$ cat config.mk
export PLATFORM = sky130hd
export DESIGN_NAME = id_ex_stage_reg
export DESIGN_NICKNAME = d
export VERILOG_FILES = /design/src/rtl/id_ex_stage_reg.sv
export SDC_FILE = /design/constraint.sdc
export NUM_CORES = 1
export LEC_CHECK = 0
export ABC_AREA = 1
export BUFFER_PORTS_ARGS = -buffer_cell sky130_fd_sc_hd__buf_2
export CAP_MARGIN = 10
export CORE_AREA = 2 2 261 263
export CTS_CLUSTER_DIAMETER = 80
export DETAILED_ROUTE_END_ITERATION = 10
export DIE_AREA = 0 0 263 265
export GPL_TIMING_DRIVEN = 0
export PLACE_DENSITY = 0.46
export SLEW_MARGIN = 20
export SYNTH_ARGS = -nofsm -noshare
export SYNTH_HDL_FRONTEND = slang
export SYNTH_SLANG_ARGS = --single-unit
$ cat constraint.sdc
create_clock -name clk -period 1.9 [get_ports clk]
set_clock_uncertainty 0.15 [all_clocks]
set_input_delay 0.38 -clock clk [delete_from_list [all_inputs] [get_ports clk]]
set_output_delay 0.38 -clock clk [all_outputs]
set_load 0.01 [all_outputs]
$ cat src/rtl/id_ex_stage_reg.sv
// ID/EX pipeline register with load-use hazard detection, flush/hold handling
// and a saturating load-use stall counter.
// Optional build macro: ID_EX_WB_BYPASS_EN -- when defined, operand data being
// captured takes the writeback value if writeback targets the same register in
// the same cycle (register-file write/read collision). When undefined the wb_*
// ports are present but ignored.
module id_ex_stage_reg #(
   parameter int BUS_DATA_WIDTH  = 64,
   parameter int ALUOP_WIDTH     = 5,
   parameter int STALL_CNT_WIDTH = 32
) (
   input  logic                       clk,
   input  logic                       reset,
   input  logic                       flush,
   input  logic                       ex_hold,
   input  logic                       id_valid,
   input  logic [4:0]                 id_rs1,
   input  logic [4:0]                 id_rs2,
   input  logic [4:0]                 id_rd,
   input  logic                       id_reg_write,
   input  logic                       id_mem_read,
   input  logic                       id_mem_write,
   input  logic [ALUOP_WIDTH-1:0]     id_alu_op,
   input  logic [BUS_DATA_WIDTH-1:0]  id_rs1_data,
   input  logic [BUS_DATA_WIDTH-1:0]  id_rs2_data,
   input  logic [BUS_DATA_WIDTH-1:0]  id_imm,
   input  logic [BUS_DATA_WIDTH-1:0]  id_pc,
   input  logic                       wb_reg_write,
   input  logic [4:0]                 wb_rd,
   input  logic [BUS_DATA_WIDTH-1:0]  wb_data,
   output logic                       id_stall,
   output logic                       ex_valid,
   output logic [4:0]                 ex_rs1,
   output logic [4:0]                 ex_rs2,
   output logic [4:0]                 ex_rd,
   output logic                       ex_reg_write,
   output logic                       ex_mem_read,
   output logic                       ex_mem_write,
   output logic [ALUOP_WIDTH-1:0]     ex_alu_op,
   output logic [BUS_DATA_WIDTH-1:0]  ex_rs1_data,
   output logic [BUS_DATA_WIDTH-1:0]  ex_rs2_data,
   output logic [BUS_DATA_WIDTH-1:0]  ex_imm,
   output logic [BUS_DATA_WIDTH-1:0]  ex_pc,
   output logic [STALL_CNT_WIDTH-1:0] load_use_stalls
);

   // Saturating increment: the stall counter sticks at all-ones.
   function automatic logic [STALL_CNT_WIDTH-1:0] sat_inc(
      input logic [STALL_CNT_WIDTH-1:0] v
   );
      if (&v)
         return v;
      else
         return v + {{(STALL_CNT_WIDTH-1){1'b0}}, 1'b1};
   endfunction

   logic                      hazard;
   logic                      count_stall;
   logic [BUS_DATA_WIDTH-1:0] rs1_data_cap;
   logic [BUS_DATA_WIDTH-1:0] rs2_data_cap;

   // A load in EX whose (non-zero) destination is read by the decode
   // instruction cannot be forwarded in time; decode must wait one cycle.
   assign hazard = ex_valid & ex_mem_read & (ex_rd != 5'd0) & id_valid &
                   ((ex_rd == id_rs1) | (ex_rd == id_rs2));

   // A flush discards the decode instruction, so there is nothing to hold.
   assign id_stall = !flush & (ex_hold | hazard);

   // Stalls are counted only on edges where the bubble is actually inserted.
   assign count_stall = hazard & !flush & !ex_hold;

`ifdef ID_EX_WB_BYPASS_EN
   // Writeback lands in the register file on the same edge decode reads it,
   // so steer the in-flight writeback value into the captured operands.
   always_comb begin
      rs1_data_cap = id_rs1_data;
      rs2_data_cap = id_rs2_data;
      if (wb_reg_write && (wb_rd != 5'd0) && (wb_rd == id_rs1))
         rs1_data_cap = wb_data;
      if (wb_reg_write && (wb_rd != 5'd0) && (wb_rd == id_rs2))
         rs2_data_cap = wb_data;
   end
`else
   logic unused_wb;
   assign unused_wb    = ^{wb_reg_write, wb_rd, wb_data};
   assign rs1_data_cap = id_rs1_data;
   assign rs2_data_cap = id_rs2_data;
`endif

   // ---- ID -> EX stage boundary ----
   // Priority: reset, flush bubble, hold, hazard bubble, empty-decode bubble,
   // capture. Bubbles zero every field so ex_rd/ex_rs* never match forwarding.
   always_ff @(posedge clk) begin
      if (reset || flush || (!ex_hold && (hazard || !id_valid))) begin
         ex_valid     <= 1'b0;
         ex_rs1       <= '0;
         ex_rs2       <= '0;
         ex_rd        <= '0;
         ex_reg_write <= 1'b0;
         ex_mem_read  <= 1'b0;
         ex_mem_write <= 1'b0;
         ex_alu_op    <= '0;
         ex_rs1_data  <= '0;
         ex_rs2_data  <= '0;
         ex_imm       <= '0;
         ex_pc        <= '0;
      end else if (!ex_hold) begin
         ex_valid     <= 1'b1;
         ex_rs1       <= id_rs1;
         ex_rs2       <= id_rs2;
         ex_rd        <= id_rd;
         ex_reg_write <= id_reg_write;
         ex_mem_read  <= id_mem_read;
         ex_mem_write <= id_mem_write;
         ex_alu_op    <= id_alu_op;
         ex_rs1_data  <= rs1_data_cap;
         ex_rs2_data  <= rs2_data_cap;
         ex_imm       <= id_imm;
         ex_pc        <= id_pc;
      end
   end

   // Load-use stall counter, saturating.
   always_ff @(posedge clk) begin
      if (reset)
         load_use_stalls <= '0;
      else if (count_stall)
         load_use_stalls <= sat_inc(load_use_stalls);
   end

endmodule

After elaboration in Yosys (flattened, before gate mapping) --
Cells that the tools add are included.
Cells by class: equality and inequality tests 2, reduce and logical (&&, ||, !) cells 10, bitwise logic cells 10, add/sub/neg operators 1
Operators by type and width (number):
- $add 32x1->32 const B | 1
- $reduce_and 32->1 | 1
- $eq 5x5->1 | 2
- $and 1x1->1 | 7
- $reduce_bool 5->1 | 1
- $logic_not 1->1 | 3
- $logic_or 1x1->1 | 3
- $or 1x1->1 | 2
- $reduce_and 2->1 | 1
- $logic_and 1x1->1 | 1
- $not 1->1 | 1
Storage, ports and cells: logic and storage cells 36, register bits after elaboration 312, bits of input ports 354, output and inout port bits 313

Logic depth before layout (Yosys ltp) --
depth after elaboration 7, depth in mapped cells 13, depth with buffers taken out 12

Worst setup path after synthesis --
Ideal clock, no wire load.
kind input to output, start point input port ex_hold, end point output port id_stall, path slack -0.005 ns, arrival 1.375 ns, buffers on the path 3, stages on the path 5, required time 1.370 ns, path through clkbuf_1 > inv_1 > clkbuf_1 > clkbuf_1 > a21oi_1
On the way: longest elaborated chain between the ends 2
Ends and longest elaborated chain:
- from (decl) | RTL line 15 | input logic ex_hold,
- $or 1x1->1 | RTL line 68 | assign id_stall = !flush & (ex_hold | hazard);
- $and 1x1->1 | RTL line 68
- to (decl) | RTL line 31 | output logic id_stall,
No other way between the ends.

Worst setup path after layout --
start point register ex_rd[1], end point register ex_rs1_data[35]
On the way: longest elaborated chain between the ends 7, elaborated cells on any way between the ends 10, classes of those cells eq/ne (2); bitwise (4); reduce/logical (4)
Ends and longest elaborated chain:
- from (decl) | RTL line 35 | output logic [4:0] ex_rd,
- from (signal assigned) | RTL line 112 | ex_rd <= id_rd;
- $reduce_bool 5->1 | RTL line 64 | assign hazard = ex_valid & ex_mem_read & (ex_rd != 5'd0) & id_valid &
- $and 1x1->1 (2 in series) | RTL line 64
- $and 1x1->1 * | RTL line 64
- $logic_or 1x1->1 * | RTL line 95 | if (reset || flush || (!ex_hold && (hazard || !id_valid))) begin
- $logic_and 1x1->1 * | RTL line 95
- $logic_or 1x1->1 * | RTL line 95
- to (signal assigned) | RTL line 117 | ex_rs1_data <= rs1_data_cap;
- to (decl) | RTL line 40 | output logic [BUS_DATA_WIDTH-1:0] ex_rs1_data,
Mark *: on every way between the ends. The rest lies on a longest branch, timed or not. A chain may end at the register's enable or synchronous reset.

==> metrics.txt <==
gpl congestion 0.8324; Arrival @ worst endpoint 2.60 ns; Switching Share 25.93%; Worst Min Path Start id_pc[1]; Synth area leaders dfxtp_1 (52%), nand2_1 (21%), a21oi_1 (8.5%), a21oi_2 (4.9%), nor2_1 (3.9%); met1 wire length 23,720 um; wire length on met3 4091 um; Synthesized Nets 1,950; CP max stage cell dfxtp_4; CP Class reg2reg; PortBufs 595; Clock Sinks 312; final worst path period share 119.5%; initial antenna violation count 13; Avg Inst Size Synth 7.565 um^2; post-route DRC violation count 0; clk root buf clkbuf_16; vias per cell 4.070; initial core utilization 18.06%; Final ANT Viol Nets 0; wire length per cell 16.48 um; maximum vdd drop 0.6211 mV; WHS Path Cells 3; sequential power share 40.0%; die height 265 um; vias in the first global route 14.41k; RSZ-0062 raised after global routing true; status finished, violations left; Synth Cell Area 12,070 um^2; Max-slew headroom 51.49%; GRT Util Overall 15.64%; filler instances 7,050; failing checks setup timing; power per cell area 743.0 nW/um^2; sequential share of the synthesized area 51.76%; final hold violation count 0; Hold WC Path Type in2reg; Switch Pwr 4.401 mW; area grow syn2layout 89.33%; # setup viols final 285; non-filler instance count after layout 3,505; clk buf depth 3; Post-DP HPWL 40,540 um; CTS tree done; DR WL met2 27,790 um; drt initial violations 647; crit path time final 2.270 ns; Slew Limit Fails 0; Worst-Margin Slew 0.7276 ns; setup ws final -0.3697 ns; Peak Freq 0.4406 GHz; Worst Setup Start Kind flip-flop; H-tree Lvls 2; area leader, netlist dfxtp_1; first-pass GRT wire length 84,790 um; reg2reg start ex_rd[1]$_SDFFE_PP0N_; top layer in use met5; TNS Setup -65.21 ns; Ys Warns 0; FP Rows 95; core box area 66,800 um^2; Die X 263 um; flops & latches, synth 312; Int Pwr 12.57 mW; CP bufs+invs 9; Endpoint, Worst Hold ex_pc[1]$_SDFFE_PP0N_; Reg2Reg Depth 16; TritonRoute pass-1 iters 7; cell mode on critical path buf_12; worst skew pair latency 0.55 ns; CP Max Fanout 6; Syn Inst Count 1,595; crit path cell chain inv_4 > nand4_1 > o21bai_1 > inv_1 > nand2_2 > buf_4 > buf_6 > nand2_4 > nand2_4 > nand2_8 > buf_12 > buf_12 > buf_12 > buf_12 > buf_12 > a21oi_2; proportion of layout cells with a drive suffix above 1 40.83%; TritonCTS Buffers 42; Comb pwr share 13.9%; max_cap viols 0; I/O pins 667; unique cell type count in the Yosys netlist 29; Inst Count DP 3,063; Yosys top cell area share 51.76%; GR Overflow Total 0; CP required 2.23 ns; Critical R2R Capture ex_rs1_data[35]$_SDFFE_PP0N_; Worst Setup End Kind flip-flop; Final #Nets 2,951; crit-path max cell delay 0.36 ns; Worst R2R Setup Slack -0.37 ns; via count 14.27k; clock share of power 46.1%; Die ar. 69,700 um^2; cell family with most CP delay buffers and inverters; pin count of the biggest net entering global routing 13; static leakage 10.04 nW; drt total wl 57,750 um; Reg clk slew, reported paths 0.06 ns
[worst max-delay path by stage]
stage                                         start                                to  cells past startpoint
floorplan           load_use_stalls[1]$_SDFFE_PP0P_  load_use_stalls[10]$_SDFFE_PP0P_                     11
global placement                            ex_hold                          id_stall                      6
detailed placement                          ex_hold                          id_stall                      6
CTS                           ex_rd[3]$_SDFFE_PP0N_                          id_stall                      9
global route                  ex_rd[0]$_SDFFE_PP0N_             ex_rd[3]$_SDFFE_PP0N_                     18
finish                        ex_rd[1]$_SDFFE_PP0N_      ex_rs1_data[35]$_SDFFE_PP0N_                     16
[per-stage QoR]
step           utilization [%]  hold slack [ns]  area (um^2)  total power, mW  worst slack [ns]
2_1_floorplan                -           0.3305        12070            7.610           0.02361
3_3_place_gp             24.16           0.2932        16140            8.372            -1.473
3_5_place_dp             24.16           0.3013        16140            8.370            -1.473
4_1_cts                  32.93         0.004664        22000            17.23           -0.4322
5_1_grt                  34.20          0.03558        22840            17.66           -0.4711
6_report                 34.20          0.03192        22850            16.97           -0.3697
[power groups by stage]
stage / Combinational, mW / Sequential [mW] / Clock [mW]
floorplan: 0.609 / 7.00 / 0
global placement: 1.44 / 6.93 / 0
detailed placement: 1.44 / 6.93 / 0
CTS: 2.35 / 6.79 / 8.09
global route: 2.55 / 6.80 / 8.31
finish: 2.36 / 6.79 / 7.83
[synth_stat cells]
master and instances:
a21oi_2 68, nand3_4 1, a21oi_1 205, buf_4 1, o21ai_0 12, dfxtp_1 312, nor2_1 126, ha_1 1
nor3_1 7, buf_1 1, xnor2_1 2, clkbuf_1 62, nor2_2 3, nand2_1 679, buf_2 11, nor3_2 1
nand2_4 1, nand3_2 4, inv_2 4, o21bai_1 1, buf_8 8, nand2_2 4, inv_1 32, nand3b_1 4
nand4_1 4, nand3_1 23, buf_6 15, or2_2 1, nor2_4 2
[per-layer routing]
| metal | GRT usage (%) | vias to the layer above |
|---|---|---|
| met5 | 0 | - |
| met2 | 26.79 | 476 |
| met1 | 18.06 | 6522 |
| li1 | - | 7121 |
| met3 | 4.803 | 135 |
| met4 | 6.517 | 12 |
[cell usage in the layout, fill, tap and decap left out, types with 10 or more instances in the layout]
cell type      netlist  layout
nand3_2              4      14
a21oi_2             68     176
dfxtp_2              0      15
buf_2               11     596
nor2_2               3      20
nor2_1             126      90
dlygate4sd3_1        0     274
inv_1               32      29
nor2_4               2      21
a21oi_1            205      94
buf_8                8      24
o21ai_0             12      12
buf_16               0      15
nand2_1            679     670
nand3_1             23      10
dfxtp_1            312     291
clkbuf_1            62      68
buf_4                1      22
buf_6               15      14
buf_12               0      39
clkbuf_16            0      49
[final cells by class]
cell class	instances	area, um^2	share of cell area, %
multi-input combinational	1150	5919	25.91
buffer	92	740.7	3.242
inverter	36	145.1	0.6353
antenna	4	10.01	0.04381
clock buffer	60	1179	5.159
tap	873	1092	4.781
timing repair buffer	962	7292	31.92
clock inverter	16	180.2	0.7887
sequential	312	6287	27.52
[tightest hold or removal path, cell delays in order]
cell	delay, ns
buf_2	0.10
nand2_1	0.12
a21oi_1	0.08
[timing repair]
item	4_1_cts	5_1_grt
gates resized for setup	143	246
hold endpoints to repair	275	0
gates cloned	28	8
buffers inserted	42	34
endpoints found under the setup margin	313	313
hold buffers	274	0
pin swaps	9	27
[logic make-up after synthesis]
logic type,after synthesis,share of synthesized area [%]
AO/OA/AOI/OAI,286,14.00
XOR/XNOR,2,0.1452
adder cells (fa/ha/maj),1,0.1037
buffers and inverters,134,5.993
flip-flops,312,51.76
AND/OR/NAND/NOR,860,28.00
[flip-flops by register name, summed over array words and instances, names as in the netlist]
name             count
load_use_stalls     32
ex_reg_write         1
ex_rs1_data         64
ex_rd                5
ex_alu_op            5
ex_imm              64
ex_rs1               5
ex_valid             1
ex_rs2_data         64
ex_mem_read          1
ex_rs2               5
ex_pc               64
ex_mem_write         1
No activity file was read; power rests on OpenSTA's default activity.
